File: src/rtl/pipe_hazard_ctrl.sv
// Hazard controller for the five-stage RV32 pipeline: per-stage hold/clear strobes and PC redirect.
// Define PIPE_CTRL_PERF_EN to add saturating stall/flush performance counters.
module pipe_hazard_ctrl #(
  parameter int unsigned FLUSH_CYCLES = 1,
  parameter int unsigned MEM_TIMEOUT  = 255
) (
  input  logic        clk_100M,
  input  logic        arst_n,
  input  logic        jump_flag_i,
  input  logic [31:0] jump_addr_i,
  input  logic        ex_ram_r_ena_i,
  input  logic [4:0]  ex_reg_w_addr_i,
  input  logic        id_rs1_ena_i,
  input  logic        id_rs2_ena_i,
  input  logic [4:0]  id_rs1_addr_i,
  input  logic [4:0]  id_rs2_addr_i,
  input  logic        ram_req_i,
  input  logic        ram_ack_i,
  output logic        pc_hold_o,
  output logic        if_id_hold_o,
  output logic        id_ex_hold_o,
  output logic        ex_mem_hold_o,
  output logic        if_id_clear_o,
  output logic        id_ex_clear_o,
  output logic        ex_mem_clear_o,
  output logic        mem_wb_clear_o,
  output logic        pc_jump_ena_o,
  output logic [31:0] pc_jump_addr_o,
  output logic [1:0]  state_o,
  output logic        timeout_o
`ifdef PIPE_CTRL_PERF_EN
  ,
  input  logic        perf_clr_i,
  output logic [31:0] stall_cnt_o,
  output logic [31:0] flush_cnt_o
`endif
);

  typedef enum logic [1:0] {
    RUN      = 2'd0,
    FLUSH    = 2'd1,
    MEM_WAIT = 2'd2
  } state_e;

  state_e      state, state_nxt;
  logic [15:0] wait_cnt, wait_cnt_nxt;
  logic [2:0]  flush_left, flush_left_nxt;
  logic        timeout_nxt;
  logic        mem_stall, load_use;
  logic        run_eval, stall_term;

  assign mem_stall = ram_req_i & ~ram_ack_i;
  assign load_use  = ex_ram_r_ena_i & (ex_reg_w_addr_i != 5'd0) &
                     ((id_rs1_ena_i & (id_rs1_addr_i == ex_reg_w_addr_i)) |
                      (id_rs2_ena_i & (id_rs2_addr_i == ex_reg_w_addr_i)));

  always_comb begin
    // NOTE: every signal gets a default here so no path through the case infers a latch.
    pc_hold_o      = 1'b0;
    if_id_hold_o   = 1'b0;
    id_ex_hold_o   = 1'b0;
    ex_mem_hold_o  = 1'b0;
    if_id_clear_o  = 1'b0;
    id_ex_clear_o  = 1'b0;
    ex_mem_clear_o = 1'b0;
    mem_wb_clear_o = 1'b0;
    pc_jump_ena_o  = 1'b0;
    pc_jump_addr_o = 32'd0;
    state_nxt      = state;
    wait_cnt_nxt   = wait_cnt;
    flush_left_nxt = flush_left;
    timeout_nxt    = 1'b0;
    run_eval       = 1'b0;
    stall_term     = 1'b0;

    case (state)
      RUN: begin
        run_eval   = 1'b1;
        stall_term = mem_stall;
      end
      MEM_WAIT: begin
        if (ram_ack_i) begin
          // The ack cycle is arbitrated like RUN with the memory stall already resolved.
          run_eval = 1'b1;
        end else if (wait_cnt == 16'(MEM_TIMEOUT)) begin
          timeout_nxt  = 1'b1;
          wait_cnt_nxt = 16'd0;
          state_nxt    = RUN;
        end else begin
          pc_hold_o      = 1'b1;
          if_id_hold_o   = 1'b1;
          id_ex_hold_o   = 1'b1;
          ex_mem_hold_o  = 1'b1;
          mem_wb_clear_o = 1'b1;
          wait_cnt_nxt   = wait_cnt + 16'd1;
        end
      end
      FLUSH: begin
        // Downstream stages already hold bubbles, so new hazards are ignored here.
        if_id_clear_o  = 1'b1;
        flush_left_nxt = flush_left - 3'd1;
        if (flush_left <= 3'd1) state_nxt = RUN;
      end
      default: state_nxt = RUN;
    endcase

    if (run_eval) begin
      state_nxt = RUN;
      if (stall_term) begin
        pc_hold_o      = 1'b1;
        if_id_hold_o   = 1'b1;
        id_ex_hold_o   = 1'b1;
        ex_mem_hold_o  = 1'b1;
        mem_wb_clear_o = 1'b1;
        wait_cnt_nxt   = 16'd1;
        state_nxt      = MEM_WAIT;
      end else if (jump_flag_i) begin
        pc_jump_ena_o  = 1'b1;
        pc_jump_addr_o = jump_addr_i;
        if_id_clear_o  = 1'b1;
        id_ex_clear_o  = 1'b1;
        ex_mem_clear_o = 1'b1;
        flush_left_nxt = 3'(FLUSH_CYCLES);
        wait_cnt_nxt   = 16'd0;
        state_nxt      = FLUSH;
      end else begin
        wait_cnt_nxt = 16'd0;
        if (load_use) begin
          pc_hold_o     = 1'b1;
          if_id_hold_o  = 1'b1;
          id_ex_clear_o = 1'b1;
        end
      end
    end
  end

  always_ff @(posedge clk_100M or negedge arst_n) begin
    if (!arst_n) begin
      state      <= RUN;
      wait_cnt   <= 16'd0;
      flush_left <= 3'd0;
      timeout_o  <= 1'b0;
    end else begin
      // NOTE: non-blocking assignments keep every register sampling pre-edge values.
      state      <= state_nxt;
      wait_cnt   <= wait_cnt_nxt;
      flush_left <= flush_left_nxt;
      timeout_o  <= timeout_nxt;
    end
  end

  assign state_o = state;

`ifdef PIPE_CTRL_PERF_EN
  always_ff @(posedge clk_100M or negedge arst_n) begin
    if (!arst_n) begin
      stall_cnt_o <= 32'd0;
      flush_cnt_o <= 32'd0;
    end else if (perf_clr_i) begin
      stall_cnt_o <= 32'd0;
      flush_cnt_o <= 32'd0;
    end else begin
      if (pc_hold_o && (stall_cnt_o != 32'hFFFF_FFFF)) stall_cnt_o <= stall_cnt_o + 32'd1;
      if (pc_jump_ena_o && (flush_cnt_o != 32'hFFFF_FFFF)) flush_cnt_o <= flush_cnt_o + 32'd1;
    end
  end
`endif

endmodule

File: config.mk
export PLATFORM = sky130hd
export DESIGN_NAME = pipe_hazard_ctrl
export DESIGN_NICKNAME = d
export VERILOG_FILES = /design/src/rtl/pipe_hazard_ctrl.sv
export SDC_FILE = /design/constraint.sdc
export NUM_CORES = 1
export LEC_CHECK = 0
export CAP_MARGIN = 20
export CORE_UTILIZATION = 33
export DETAILED_ROUTE_END_ITERATION = 7
export PLACE_DENSITY = 0.76
export SKIP_LAST_GASP = 1
export SYNTH_ARGS = -nofsm -noshare
export SYNTH_HDL_FRONTEND = slang
export SYNTH_SLANG_ARGS = --single-unit
File: constraint.sdc
create_clock -name clk_100M -period 2.9 [get_ports clk_100M]
set_clock_uncertainty 0.2 [all_clocks]
set_input_delay 0.87 -clock clk_100M [delete_from_list [all_inputs] [get_ports clk_100M]]
set_output_delay 0.87 -clock clk_100M [all_outputs]
set_load 0.1 [all_outputs]
Word level (Yosys, flattened, before mapping)
Cells that the tools add are included.
Widths: inputs -> output; s select.
{"block": "classes", "muxes": 45, "magnitude_cmp": 1, "n_eq_ne": 10, "n_addsub": 2, "bitwise": 7, "n_reduce_logical": 5}
{"cell": "$mux 32", "count": 3}
{"cell": "$mux 16", "count": 4}
{"cell": "$mux 1", "count": 27}
{"cell": "$add 16x1->16 const B", "count": 1}
{"cell": "$eq 16x8->1 const B", "count": 1}
{"cell": "$mux 3", "count": 4}
{"cell": "$eq 5x5->1", "count": 2}
{"cell": "$mux 2", "count": 5}
{"cell": "$ne 3x3->1 const B", "count": 3}
{"cell": "$pmux 2 s3", "count": 1}
{"cell": "$and 1x1->1", "count": 5}
{"cell": "$reduce_bool 5->1", "count": 1}
{"cell": "$reduce_and 4->1", "count": 1}
{"cell": "$le 3x1->1 const B", "count": 1}
{"cell": "$sub 3x1->3 const B", "count": 1}
{"cell": "$eq 2x1->1 const B", "count": 1}
{"cell": "$eq 2x2->1 const B", "count": 1}
{"cell": "$logic_not 2->1", "count": 1}
{"cell": "$ne 2x1->1 const B", "count": 1}
{"cell": "$ne 2x2->1 const B", "count": 1}
{"cell": "$pmux 1 s2", "count": 1}
{"cell": "$reduce_and 2->1", "count": 1}
{"cell": "$reduce_bool 2->1", "count": 1}
{"cell": "$not 1->1", "count": 1}
{"cell": "$or 1x1->1", "count": 1}
{"block": "totals", "word_cells": 74, "input_bits": 55, "ff_bits": 22}

Longest topological paths before layout
Gate-level depths: netlist of the first run.
{"block": "depth", "word_depth": 8, "ltp_mapped": 6}

Worst setup path before layout of the first run
No wires, ideal clock.
{"block": "synth_timing", "path_type": "input to output", "startpoint": "input port ex_reg_w_addr_i[2]", "endpoint": "output port id_ex_clear_o", "path_stages": 4, "required_ns": 1.830, "slack_ns": -2.703, "arrival_ns": 4.533, "path_buffers": 0, "path_cell_list": "xor2_1 nor4_1 a32oi_1 o41ai_1"}
{"block": "synth_between", "elab_chain_cells": 8}
{"element": "start: declaration", "line": "12", "source": "input logic [4:0] ex_reg_w_addr_i,"}
{"element": "$eq 5x5->1, on equally long branches", "line": "54, 55"}
{"element": "$and 1x1->1, on equally long branches", "line": "54, 55"}
{"element": "$or 1x1->1", "line": "54", "source": "((id_rs1_ena_i & (id_rs1_addr_i == ex_reg_w_addr_i)) |"}
{"element": "$and 1x1->1 (*)", "line": "53", "source": "assign load_use = ex_ram_r_ena_i & (ex_reg_w_addr_i != 5'd0) &"}
{"element": "$mux 1 (*)", "line": "128", "source": "if (load_use) begin"}
{"element": "$mux 1 (*)", "line": "117", "source": "end else if (jump_flag_i) begin"}
{"element": "$mux 1 (*)", "line": "109", "source": "if (stall_term) begin"}
{"element": "$mux 1 (*)", "line": "107", "source": "if (run_eval) begin"}
{"element": "end: declaration", "line": "24", "source": "output logic id_ex_clear_o,"}
Mark *: on every way between the ends. The rest lies on a longest branch, timed or not.

Worst setup path in the final report of the first run
{"block": "layout_timing", "startpoint": "register wait_cnt[15]", "endpoint": "output port pc_hold_o"}
{"block": "layout_between", "elab_chain_cells": 8}
{"element": "start: declaration", "line": "46", "source": "logic [15:0] wait_cnt, wait_cnt_nxt;"}
{"element": "start signal: assignment", "line": "146", "source": "wait_cnt <= wait_cnt_nxt;"}
{"element": "$eq 16x8->1 (*)", "line": "85", "source": "end else if (wait_cnt == 16'(MEM_TIMEOUT)) begin"}
{"element": "$mux 1 (*)", "line": "85"}
{"element": "$mux 1 (*)", "line": "82", "source": "if (ram_ack_i) begin"}
{"element": "$mux 1 (*)", "line": "76", "source": "case (state)"}
{"element": "$mux 1", "line": "128"}
{"element": "$mux 1", "line": "117"}
{"element": "$mux 1", "line": "109"}
{"element": "$mux 1 (*)", "line": "107"}
{"element": "end: declaration", "line": "19", "source": "output logic pc_hold_o,"}
Marked as above.

==> impl_metrics.toml, run 1 <==
[cts]
cts.sinks = 22
cts.clk_slew.worst_paths_ps = 90
cts_tree = "done"
numCtsBuffers = 3
worstSkewPairLatency_ps = 270
clockRootBuffer = "clkbuf_8"
clock_path_buffers = 2
holdBufCountCts = 0
cts_htree_levels = 1

[die]
core_area_sq_um = 4470
placementRows = 24
die_w_um = 71.3
num_io_pins = 99
start_util_pct = 35.4
fp.dieH_um = 71.3
die_area_sq_um = 5080

[sta]
min_period_ps = 3290
maxSlewViolCount = 0
hold_violations = 0
relSlewSlack_pct = 61.4
setup_viol = 41
holdWs_ps = 363
setup_ws_ps = -386
finalCritPeriodShare_pct = 113
rsz0062_at_grt = "yes"
tightest_slew_ps = 576
max_freq_mhz = 304

[routing]
ant_nets = 0
viasPerCell = 5.33
firstDrtPassIters = 6
vias = 1891
drc_errors = 1
wire_per_inst_um = 18.8
drtIter0Drc = 116
routed_wirelength_um = 6660

[logic_synthesis]
synth_sequential_area_ratio_pct = 34.8
netlist_area_sq_um = 1580
ys_types = 38
yosys-top-cells-area = "dfrtp_1 (35%), and3_1 (13%), xnor2_1 (6.6%), xor2_1 (6.1%), nor2_1 (4.0%)"
synth_fp_nets = 238
syn_area_per_cell_sq_um = 8.80
synthCells = 180
yosysWarnings = 0
synth_top_cell_by_area = "dfrtp_1"
yosysTopAreaCellShare_pct = 34.8
yosys_register_bits = 22

[global_routing]
grt-busiest-layer = "met2"
grt_max_degree = 34
first_global_vias = 1988
antenna_found_initial = 0
grtUsageMet2_pct = 46.3
grt_util_met1_pct = 33.8
track_usage_pct = 26.6
grt-ovfl-total = 0
grt_first_pass_wirelength_um = 10200
grtUsageMet3_pct = 6.05

[worst_setup_path]
max_stage_delay_ps = 540
crit_required_ps = 1830
slowest_stage = "or4_4"
startpoint = "wait_cnt[15]"
startpoint_type = "register"
r2r-start = "wait_cnt[15]"
crit_family = "simple AND/OR/NAND/NOR gates"
reg2regPathDepth = 5
cpMostUsedCell = "or4_4"
critPathKind = "reg2out"
worstPathArrival_ps = 2220
critPathMaxFanout = 3
critPathBufInv = 2
worstPathCellList = "or4_4 > or4_4 > nand2b_4 > o211ai_1 > buf_4 > buf_12"
endpoint_kind = "output port"
r2r_setup_slack_ps = 520
reg2reg_to = "wait_cnt[7]"

[worst_hold_path]
min_path_type = "reg2reg"
holdPathStages = 2
holdCritStartpoint = "flush_left[0]"
holdPathEnd = "flush_left[0]"

[power]
irDropWorstVdd_mv = 0.389
p_per_area_nw_per_um2 = 748
cellLeakagePower_nw = 1.53

[finish]
layout-drive-gt1-share_pct = 48.2
fin_util_pct = 80.3
nNetsFinal = 362
final_cell_mix = "buf_12 (40), clkdlybuf4s50_1 (35), and3_4 (32)"
area_growth_pct = 127
num-fill-cells = 255
final_area_sq_um = 3590
mostFrequentLayoutCell = "buf_12"
antenna-diode-count = 0
final_cells = 355

[placed_design]
post-dp-hpwl_um = 5010
io_buffers = 98
place_ws_ps = -802
dpl.cell_count = 345
dpl_cell_area_sq_um = 3390
gp_congestion = 0.798

[flow_run]
maxCapViolations = 0

[run_status]
status = "finished, violations left"
violations = "DRC, setup timing"
==> routing by layer <==
metal	routed length [um]	share of wire (%)
met3	446	6.7
met4	145	2.2
met5	0	0
met2	3410	51
met1	2660	40
==> where the power goes <==
group	internal [W]	switching, W	total [W]
logic	0.000785	0.00123	0.00202
registers	0.000346	0.0000363	0.000382
clock network	0.000184	0.000105	0.000289
total	0.00132	0.00137	0.00269
==> worst min-delay path: cells and delay by family, from the launching register on <==
kind,cells,cell delay [ps]
AND/OR/NAND/NOR,1,60
XOR/XNOR,1,90
flip-flops,1,390
==> sequential cells by signal, summed over array words and instances, names as in the netlist <==
| name | flops |
|---|---|
| wait_cnt | 16 |
| flush_left | 3 |
| state_o | 2 |
| timeout_o | 1 |
==> per-stage QoR <==
stage	setup TNS [ps]	power, W
after global placement	-21330	0.00224
after floorplan	-4870	0.00162
after detailed placement	-22620	0.00227
final	-5890	0.00269
after global routing	-7160	0.00277
after CTS	-5780	0.00266
==> Yosys cell counts <==
cell type,count
nor2_1,17
dfrtp_1,22
o31ai_1,1
a32oi_1,1
xor2_1,11
nand2_1,12
nor3b_1,1
buf_4,5
o21ai_0,5
a21oi_1,3
nor4_1,5
or3_1,2
a31oi_1,1
buf_6,2
or4b_2,1
nand3_1,2
nand4b_1,3
nand2b_1,2
or4b_1,1
inv_1,7
clkbuf_1,6
and3_1,32
xnor2_1,12
a21oi_4,1
or4_4,2
o41ai_1,1
nand4_4,1
o211ai_1,2
or4_1,5
or2_2,1
nor3_1,2
ha_1,3
and2_0,1
nor2b_1,2
a211oi_1,1
o21ba_2,1
nand4_1,2
and2b_1,1
==> worst max path at each step <==
stage               endpoint  slack (ps)  cells past startpoint
3_3_place_gp   id_ex_clear_o        -760                      6
2_1_floorplan      pc_hold_o       -1680                      5
3_5_place_dp   id_ex_clear_o        -800                      6
4_1_cts        id_ex_clear_o        -370                      6
5_1_grt        id_ex_clear_o        -450                      6
6_report           pc_hold_o        -390                      6
==> area by class of cell <==
type | count | area [sq um] | area share (%)
timing repair buffer | 132 | 1680 | 46.9
inverter | 7 | 30.0 | 0.835
clock buffer | 3 | 41.3 | 1.15
sequential | 22 | 553 | 15.4
tap | 52 | 65.1 | 1.81
multi-input combinational | 138 | 1190 | 33.1
clock inverter | 1 | 30.0 | 0.835
==> cells by family after synthesis <==
group                      after synthesis  share of synthesized area (%)
AOI/OAI and AO/OA                       17                           7.58
and+or+nand+nor                         95                           35.7
buffers and inverters                   20                           6.87
xor gates and xnor gates                23                           12.7
adders and majority gates                3                           2.37
DFF                                     22                           34.8
==> repair_timing <==
action,in CTS,in global routing
gates resized for setup,86,3
buffers inserted,4,1
setup endpoints to repair,41,41
pin swaps,43,3
gates cloned,3,0
Power figures use the tool's default switching activity.
==> run 2: changes to the inputs <==
--- a/config.mk
+++ b/config.mk
@@ -6,9 +6,9 @@
 export NUM_CORES = 1
 export LEC_CHECK = 0
 export CAP_MARGIN = 20
-export CORE_UTILIZATION = 33
+export CORE_UTILIZATION = 40
 export DETAILED_ROUTE_END_ITERATION = 7
-export PLACE_DENSITY = 0.76
+export PLACE_DENSITY = 0.86
 export SKIP_LAST_GASP = 1
 export SYNTH_ARGS = -nofsm -noshare
 export SYNTH_HDL_FRONTEND = slang
==> constraint.sdc (replaced) <==
create_clock -name clk_100M -period 4 [get_ports clk_100M]
set_clock_uncertainty 0.2 [all_clocks]
set_input_delay 1.2 -clock clk_100M [delete_from_list [all_inputs] [get_ports clk_100M]]
set_output_delay 1.2 -clock clk_100M [all_outputs]
set_load 0.1 [all_outputs]
==> run 2 against run 1 <==
- the run now ends clean
- total power fell by 33%
- sequential share of layout area is 1.7 points higher
- final area down 10%
- critical path depth rose by 1
- flip-flop and latch count unchanged
- largest cell class unchanged
- highest routed layer unchanged
==> impl_metrics.toml, run 2 (synthesis gave the netlist of run 1 again) <==
[worst_setup_path]
max_stage_delay_ps = 550
critPathKind = "in2out"
worstPathCellList = "buf_2 > or4_4 > o21ai_4 > or4_1 > o211ai_1 > buf_4 > buf_12"
endpoint_kind = "output port"
startpoint_type = "input pin"
critPathMaxFanout = 3
slowest_stage = "or4_4"
crit_required_ps = 2600
worstPathArrival_ps = 2570

[power]
p_per_area_nw_per_um2 = 558
p_int_w = 0.000836
p_sw_w = 0.000962
switching_share_pct = 53.5
p_comb_share_pct = 72.3
irDropWorstVdd_mv = 0.282
pwr-share-clk_pct = 11.7
seqPwrFrac_pct = 16.0
total_power_w = 0.00180
cellLeakagePower_nw = 1.44

[run_status]
status = "complete, no violations"

[finish]
regMostFlops = "wait_cnt"
num-fill-cells = 175
antenna-diode-count = 0
seq_area_sq_um = 551
fin_util_pct = 86.6
nNetsFinal = 341
area_growth_pct = 103
final_cell_mix = "buf_12 (42), clkdlybuf4s50_1 (36), and3_1 (30)"
mostFrequentLayoutCell = "buf_12"
largest_reg_flops = 16
layout-drive-gt1-share_pct = 31.9
final_area_sq_um = 3220
multiInputGateArea_sq_um = 1030

[sta]
setup_viol = 0
min_period_ps = 3970
finalCritPeriodShare_pct = 99.3
relSlewSlack_pct = 71.4
hold_violations = 0
tightest_slew_ps = 424
holdWs_ps = 353
max_freq_mhz = 252
maxSlewViolCount = 0

[routing]
drtIter0Drc = 164
drc_errors = 0
viasPerCell = 5.59
wire_per_inst_um = 19.6
firstDrtPassIters = 4
routed_wirelength_um = 6460
ant_nets = 0
vias = 1846

[die]
die_w_um = 64.9
start_util_pct = 42.6
die_area_sq_um = 4220
core_area_sq_um = 3720
fp.dieH_um = 64.9
placementRows = 22
num_io_pins = 99

[placed_design]
io_buffers = 98
post-dp-hpwl_um = 4640
dpl_cell_area_sq_um = 3080
gp_congestion = 0.759

[cts]
numCtsBuffers = 3
holdBufCountCts = 0
cts_tree = "done"
cts_setup_buffers = 0
cts_htree_levels = 1
clock_path_buffers = 2
cts.clk_slew.worst_paths_ps = 80
clockRootBuffer = "clkbuf_8"
cts.sinks = 22
worstSkewPairLatency_ps = 270

[worst_hold_path]
min_path_type = "reg2reg"

[global_routing]
antenna_found_initial = 0
track_usage_pct = 29.2
grt_first_pass_wirelength_um = 9260
grt-ovfl-total = 0
grt_max_degree = 34
first_global_vias = 1781

[flow_run]
maxCapViolations = 0
-- run 2: final timing paths --
path / startpoint / to / slack (ps) / depth (start not counted)
max: ex_reg_w_addr_i[1] / if_id_hold_o / 30 / 7
min: wait_cnt[1] / wait_cnt[1] / 350 / 2
max reg2reg: wait_cnt[13] / wait_cnt[2] / 1570 / 4
min reg2reg: wait_cnt[1] / wait_cnt[1] / 350 / 2
max in group asynchronous: arst_n / flush_left[1] / 2290 / 2
min in group asynchronous: arst_n / wait_cnt[11] / 940 / 1
-- run 2: cell type report --
| cell class | instances | area share [%] |
|---|---|---|
| Sequential cell | 22 | 17.1 |
| Tap cell | 48 | 1.87 |
| Clock inverter | 1 | 0.933 |
| Inverter | 7 | 0.933 |
| Clock buffer | 3 | 1.28 |
| Multi-Input combinational cell | 138 | 31.9 |
| Timing Repair Buffer | 111 | 45.9 |
-- run 2: per-stage QoR --
stage | cells | TNS, ps | worst slack [ps]
after global routing | 330 | -7.19 | -3.98
after detailed placement | 325 | -3670 | -379
after CTS | 329 | 0 | 4.08
after global placement | 325 | -1970 | -358
after floorplan | 180 | -2920 | -1240
final | 330 | 0 | 27.9
-- run 2: critical path: cells and delay by family --
kind	cells	cell delay [ps]
buffers and inverters	3	460
AND/OR/NAND/NOR	2	680
AO/OA/AOI/OAI	2	240
-- run 2: layer usage --
| layer | global-route usage, % | part of all wire (%) | up-vias |
|---|---|---|---|
| li1 | - | - | 836 |
| met1 | 32.9 | 35 | 901 |
| met2 | 56.1 | 57 | 93 |
| met3 | 4.58 | 5.1 | 16 |
| met4 | 6.94 | 2.3 | 0 |
| met5 | 0 | 0 | - |
-- run 2: power by group through the flow --
stage	registers (W)	logic, W	clock network [W]
3_3_place_gp	0.000286	0.00124	0
2_1_floorplan	0.000326	0.000763	0
5_1_grt	0.000290	0.00133	0.000219
3_5_place_dp	0.000289	0.00127	0
4_1_cts	0.000285	0.00128	0.000210
6_report	0.000288	0.00130	0.000210
-- run 2: what timing repair did --
item                                    CTS  global route
pin swaps                                 7            11
endpoints found under the setup margin   41             3
resized for setup                        40            18
